File: src/rtl/pipe_fwd_pkg.sv
`default_nettype none
// ============================================================================
// Module      : pipe_fwd_pkg
// Description : Shared forwarding-select encodings and register-number helpers
//               for the 5-stage pipeline operand forwarding control.
// Revision    : 1.0 - initial release
// ============================================================================
package pipe_fwd_pkg;

    localparam logic [1:0] FWD_RF   = 2'd0;
    localparam logic [1:0] FWD_EALU = 2'd1;
    localparam logic [1:0] FWD_MALU = 2'd2;
    localparam logic [1:0] FWD_MMO  = 2'd3;

    localparam logic [4:0] REG_ZERO = 5'd0;

    // A stage supplies a value for src only if it writes a real register equal to src.
    function automatic logic reg_hit(input logic       wreg,
                                     input logic [4:0] dst,
                                     input logic [4:0] src);
        return wreg && (dst != REG_ZERO) && (dst == src);
    endfunction

endpackage : pipe_fwd_pkg
`default_nettype wire

File: src/rtl/pipe_fwd_sel.sv
`default_nettype none
// ============================================================================
// Module      : pipe_fwd_sel
// Description : Combinational forward-select for one ID source register,
//               prioritising the EXE stage over the MEM stage.
// Revision    : 1.0 - initial release
// ============================================================================
module pipe_fwd_sel
    import pipe_fwd_pkg::*;
(
    input  logic [4:0] src,
    input  logic       ewreg,
    input  logic       em2reg,
    input  logic [4:0] ern,
    input  logic       mwreg,
    input  logic       mm2reg,
    input  logic [4:0] mrn,
    output logic [1:0] sel
);

    logic w_ehit;
    logic w_mhit;

    assign w_ehit = reg_hit(ewreg, ern, src);
    assign w_mhit = reg_hit(mwreg, mrn, src);

    // A load in EXE has no value yet; it falls through so an older MEM hit can still match.
    always_comb begin
        sel = FWD_RF;
        if (w_ehit && !em2reg) begin
            sel = FWD_EALU;
        end else if (w_mhit) begin
            sel = mm2reg ? FWD_MMO : FWD_MALU;
        end
    end

endmodule : pipe_fwd_sel
`default_nettype wire

File: src/rtl/pipe_fwd_ctrl.sv
`default_nettype none
// ============================================================================
// Module      : pipe_fwd_ctrl
// Description : ID-stage operand forwarding, load-use stall and stall counter,
//               tracking EXE results through MEM/WB shadow registers.
// Revision    : 1.0 - initial release
// ============================================================================
module pipe_fwd_ctrl
    import pipe_fwd_pkg::*;
#(
    parameter int WB_BYPASS = 1,
    parameter int CNT_W     = 16
) (
    input  logic             clock,
    input  logic             reset,
    input  logic [4:0]       ern,
    input  logic [31:0]      ealu,
    input  logic             ewreg,
    input  logic             em2reg,
    input  logic [31:0]      mmo,
    input  logic [4:0]       rs,
    input  logic [4:0]       rt,
    input  logic             usert,
    input  logic [31:0]      qa,
    input  logic [31:0]      qb,
    output logic [1:0]       fwda,
    output logic [1:0]       fwdb,
    output logic [31:0]      da,
    output logic [31:0]      db,
    output logic             stall,
    output logic [CNT_W-1:0] stall_cnt
);

    logic             r_mwreg;
    logic             r_mm2reg;
    logic [4:0]       r_mrn;
    logic [31:0]      r_malu;
    logic             r_wwreg;
    logic [4:0]       r_wrn;
    logic [31:0]      r_wdata;
    logic [CNT_W-1:0] r_stall_cnt;

    logic [31:0]      w_rfa;
    logic [31:0]      w_rfb;
    logic             w_wb_en;

    // Shadow stages free-run: the downstream pipeline never stalls.
    always_ff @(posedge clock) begin
        if (reset) begin
            r_mwreg  <= 1'b0;
            r_mm2reg <= 1'b0;
            r_mrn    <= REG_ZERO;
            r_malu   <= 32'd0;
            r_wwreg  <= 1'b0;
            r_wrn    <= REG_ZERO;
            r_wdata  <= 32'd0;
        end else begin
            r_mwreg  <= ewreg;
            r_mm2reg <= em2reg;
            r_mrn    <= ern;
            r_malu   <= ealu;
            r_wwreg  <= r_mwreg;
            r_wrn    <= r_mrn;
            r_wdata  <= r_mm2reg ? mmo : r_malu;
        end
    end

    always_ff @(posedge clock) begin
        if (reset) begin
            r_stall_cnt <= '0;
        end else if (stall && (r_stall_cnt != {CNT_W{1'b1}})) begin
            r_stall_cnt <= r_stall_cnt + CNT_W'(1);
        end
    end

    assign stall_cnt = r_stall_cnt;

    assign stall = ewreg && em2reg && (ern != REG_ZERO) &&
                   ((ern == rs) || (usert && (ern == rt)));

    pipe_fwd_sel u_sel_a (
        .src    (rs),
        .ewreg  (ewreg),
        .em2reg (em2reg),
        .ern    (ern),
        .mwreg  (r_mwreg),
        .mm2reg (r_mm2reg),
        .mrn    (r_mrn),
        .sel    (fwda)
    );

    pipe_fwd_sel u_sel_b (
        .src    (rt),
        .ewreg  (ewreg),
        .em2reg (em2reg),
        .ern    (ern),
        .mwreg  (r_mwreg),
        .mm2reg (r_mm2reg),
        .mrn    (r_mrn),
        .sel    (fwdb)
    );

    // The register file has no write-through, so a WB-stage result shadows the stale read.
    assign w_wb_en = (WB_BYPASS != 0) && r_wwreg;
    assign w_rfa   = reg_hit(w_wb_en, r_wrn, rs) ? r_wdata : qa;
    assign w_rfb   = reg_hit(w_wb_en, r_wrn, rt) ? r_wdata : qb;

    always_comb begin
        da = w_rfa;
        case (fwda)
            FWD_EALU: da = ealu;
            FWD_MALU: da = r_malu;
            FWD_MMO:  da = mmo;
            default:  da = w_rfa;
        endcase
    end

    always_comb begin
        db = w_rfb;
        case (fwdb)
            FWD_EALU: db = ealu;
            FWD_MALU: db = r_malu;
            FWD_MMO:  db = mmo;
            default:  db = w_rfb;
        endcase
    end

endmodule : pipe_fwd_ctrl
`default_nettype wire

File: config.mk
export PLATFORM = sky130hd
export DESIGN_NAME = pipe_fwd_ctrl
export DESIGN_NICKNAME = d
export VERILOG_FILES = /design/src/rtl/pipe_fwd_pkg.sv /design/src/rtl/pipe_fwd_sel.sv /design/src/rtl/pipe_fwd_ctrl.sv
export SDC_FILE = /design/constraint.sdc
export NUM_CORES = 1
export LEC_CHECK = 0
export CORE_MARGIN = 3
export CORE_UTILIZATION = 46
export DETAILED_ROUTE_END_ITERATION = 16
export PLACE_DENSITY = 0.82
export SYNTH_ARGS = -nofsm -noshare
export SYNTH_HDL_FRONTEND = slang
export SYNTH_HIERARCHICAL = 1
export SYNTH_SLANG_ARGS = --single-unit
File: constraint.sdc
create_clock -name clock -period 3.55 [get_ports clock]
set_input_delay 0.71 -clock clock [delete_from_list [all_inputs] [get_ports clock]]
set_output_delay 0.71 -clock clock [all_outputs]
set_load 0.05 [all_outputs]
==> key figures <==
Synthesis
  – Fraction of registers with async set/reset: 0%
  – Synthesis-stage register bit count: 93
  – Count leader, synth: dfxtp_1
  – Sequential fraction of the synthesis area: 29.3%
  – Post-Synthesis Cell Area: about 6400 sq um
  – Synth area leaders: dfxtp_1 29%, mux4_2 23%, mux2_4 14%
  – Post-synth EDFFs: 0
  – Area leader, netlist: dfxtp_1
  – Share of the synthesized area in the top cell type: 29.3%
  – Net Count, Synth: slightly below 700
  – Synth unique cells: just over 40
  – Post-synthesis cell count: ~530
  – Main synth FF type: dfxtp_1
  – Commonest cells post-synth: 93 x dfxtp_1, 64 x mux4_2, 60 x mux2_4, 57 x nor2b_1, 47 x nor2_1
  – Syn_area_per_cell: approximately 12 sq um
  – Synth warn: 6

Placed design
  – PortBufs: approximately 230
  – Dpl cells: ~940
  – Gpl congestion: approximately 0.87
  – Dpl ws: -399 ps
  – Detail Placement HPWL: between 10 and 15 mm

Timing
  – Endpoints failing setup: 0
  – Clock skew: between 6 and 7 ps
  – Worst hold slack: a little over 500 ps
  – Pins Over Slew Limit: 0
  – Min Tclk post-route: approximately 3500 ps
  – FMAX: 0.283 GHz
  – Number of hold violations in the final report: 0
  – Final period util: between 90% and 100%
  – Slew @ Worst Pin: around 1100 ps
  – Max_slew headroom: 27.4%
  – Worst setup margin: between 15 and 20 ps

Power and ir drop
  – Peak supply drop: ~210 uV
  – Power density over the cells: between 300 and 400 nW/um^2
  – Comb pwr share: between 20% and 30%
  – Total power: about 3100 uW
  – Int Pwr: ~2200 uW
  – Lkg Pwr: 0.00398 uW
  – Sw frac: between 20% and 30%
  – Power share of the sequential group: a little over a third
  – Psw: roughly 880 uW
  – Clk pwr share: approximately 36%

Clocking
  – CTS Hold Bufs: 0
  – CTS Root Buffer Type: clkbuf_16
  – CTS tree: done
  – Worst-skew pair later-pin latency: about 340 ps
  – Reg clk slew, reported paths: roughly 60 ps
  – Longest Clk Path Bufs: 2
  – TritonCTS buffer count: 9
  – CTS sink cnt: 93
  – Depth of the CTS H-tree: 3

Critical path
  – Critical path, cell by cell: or4_4 -> o21ai_4 -> nor4_4 -> buf_6 -> clkbuf_16 -> mux2_4 -> mux4_2 -> buf_6
  – CP Data Arrival Time: 2820 ps
  – Critical path class: reg -> out
  – Reg2reg start: stall_cnt[0]
  – Largest delay share family, worst path: multiplexers
  – CP Capture Type: output pin
  – Critical Path Start: r_wrn[4]
  – Buffers and inverters on the worst path: 3
  – CP max FO: 8
  – Crit-path most repeated cell: buf_6
  – Worst EP required: 2840 ps
  – Delay of the slowest critical-path stage: around 550 ps
  – Crit path launch type: flip-flop
  – Slowest CP cell: or4_4

Layout
  – Fill cells: 809
  – Non-filler cells, final: approximately 990
  – Share of cells above drive strength 1: a little over two fifths
  – Nets@finish: 954
  – Ant diodes: 0
  – Synthesis-to-layout area growth: 61.0%

Detailed routing
  – DR vias/cell: 5.78
  – Remaining DRCs: 0
  – Routed WL: 22.2 mm
  – Vias: 5701
  – WL/cell: around 23 um
  – Drt first-iter violations: between 300 and 400
  – TritonRoute pass-1 iters: 4
  – Remaining antenna violation count: 0

Run
  – Max-cap viol count: 0

GRT
  – Vias in the first global route: 6010
  – First-pass GRT wire length: 31.9 mm
  – Initial antenna violation count: 1
  – Largest net degree at the start of global routing: 107
  – Grt ovf: 0
  – Total Routing Usage GR: a little over a quarter

Die
  – Core area: between 10000 and 15000 sq um
  – I/O pin cnt: around 230
  – Placement Rows: 42
  – Die area: 15300 sq um
  – Die Ht: 124 um
  – Die X: between 100 and 150 um
  – Starting Density: a little under half

Min path
  – Hold path start: r_mwreg
  – HP Class: reg -> reg

Run status
  – Status: completed
[path summary, 6_finish.rpt]
path / end / slack (ps) / cells after the start
max: db[19] / 20 / 8
min: r_wwreg / 510 / 1
max reg2reg: stall_cnt[0] / 1250 / 6
min reg2reg: r_wwreg / 510 / 1
[per-stage QoR]
step	setup TNS, ps	util, %	area, sq um
final	0	76.5	10200
after floorplan	-14520	-	6360
after global routing	-930	76.5	10200
after global placement	-20340	67.3	9020
after detailed placement	-20980	67.3	9020
after CTS	-265	75.3	10100
[area by class of cell]
| class | count | area [sq um] | area share (%) |
|---|---|---|---|
| clock buffer | 10 | 239 | 2.33 |
| clock inverter | 6 | 109 | 1.06 |
| inverter | 4 | 15.0 | 0.147 |
| multi-input combinational | 394 | 4510 | 44.0 |
| sequential | 93 | 1870 | 18.2 |
| tap | 176 | 220 | 2.15 |
| timing repair buffer | 303 | 3290 | 32.1 |
[registers in the layout (all words and copies together), names as in the netlist]
signal / cells
r_wrn: 5
r_wdata: 32
r_malu: 32
stall_cnt: 16
r_wwreg: 1
r_mwreg: 1
r_mrn: 5
r_mm2reg: 1
[cells in the final DEF (no fill, tap or decap), types with 3 or more instances in the layout]
| cell | n |
|---|---|
| buf_8 | 9 |
| dfxtp_2 | 3 |
| xnor2_1 | 5 |
| mux2_2 | 16 |
| and3_1 | 4 |
| buf_4 | 51 |
| nand3_1 | 6 |
| mux4_2 | 64 |
| a21oi_1 | 3 |
| clkdlybuf4s50_1 | 145 |
| nand4_1 | 3 |
| nand2b_1 | 4 |
| clkbuf_16 | 13 |
| nor4_4 | 5 |
| buf_6 | 54 |
| xor2_1 | 19 |
| nand2_1 | 6 |
| nand3_2 | 4 |
| clkbuf_2 | 3 |
| xnor2_2 | 9 |
| buf_16 | 5 |
| mux2_4 | 60 |
| buf_12 | 19 |
| nor4b_1 | 4 |
| mux2i_1 | 33 |
| inv_1 | 3 |
| buf_2 | 10 |
| nor2_1 | 47 |
| nor2b_1 | 57 |
| bufinv_16 | 3 |
| nor3_1 | 4 |
| dfxtp_1 | 90 |
| nor4_1 | 8 |
| o211ai_1 | 3 |
| or4_1 | 3 |
[what timing repair did]
action / 4_1_cts / 5_1_grt
endpoints found under the setup margin: 64 / 64
buffers inserted: 21 / 5
gates cloned: 7 / 4
resized for setup: 131 / 47
pin swaps: 22 / 15
[power groups by stage]
stage          logic, uW  clock network [uW]  registers [uW]
2_1_floorplan        436                   0            1140
3_3_place_gp         762                   0            1150
3_5_place_dp         774                   0            1150
4_1_cts              840                1140            1130
5_1_grt              906                1180            1140
6_report             868                1130            1130
[cells by family (layout without fill, tap and decap cells)]
kind of cell,count (synthesis),count (layout),synth area share (%)
mux,173,173,44.8
simple gates,167,167,15.3
flops,93,93,29.3
buf+inv,41,323,3.50
xor+xnor,36,36,4.95
compound gates,17,17,2.02
fa+ha+maj,1,1,0.197
[layer usage]
layer / global-route usage [%] / share of wire [%] / vias up
met3: 6.49 / 7.3 / 40
li1: - / - / 2538
met1: 32.8 / 38 / 2861
met2: 47.1 / 52 / 260
met5: 0 / 0.058 / -
met4: 9.62 / 2.5 / 2
Note: power is estimated with default switching activity, not from simulation.
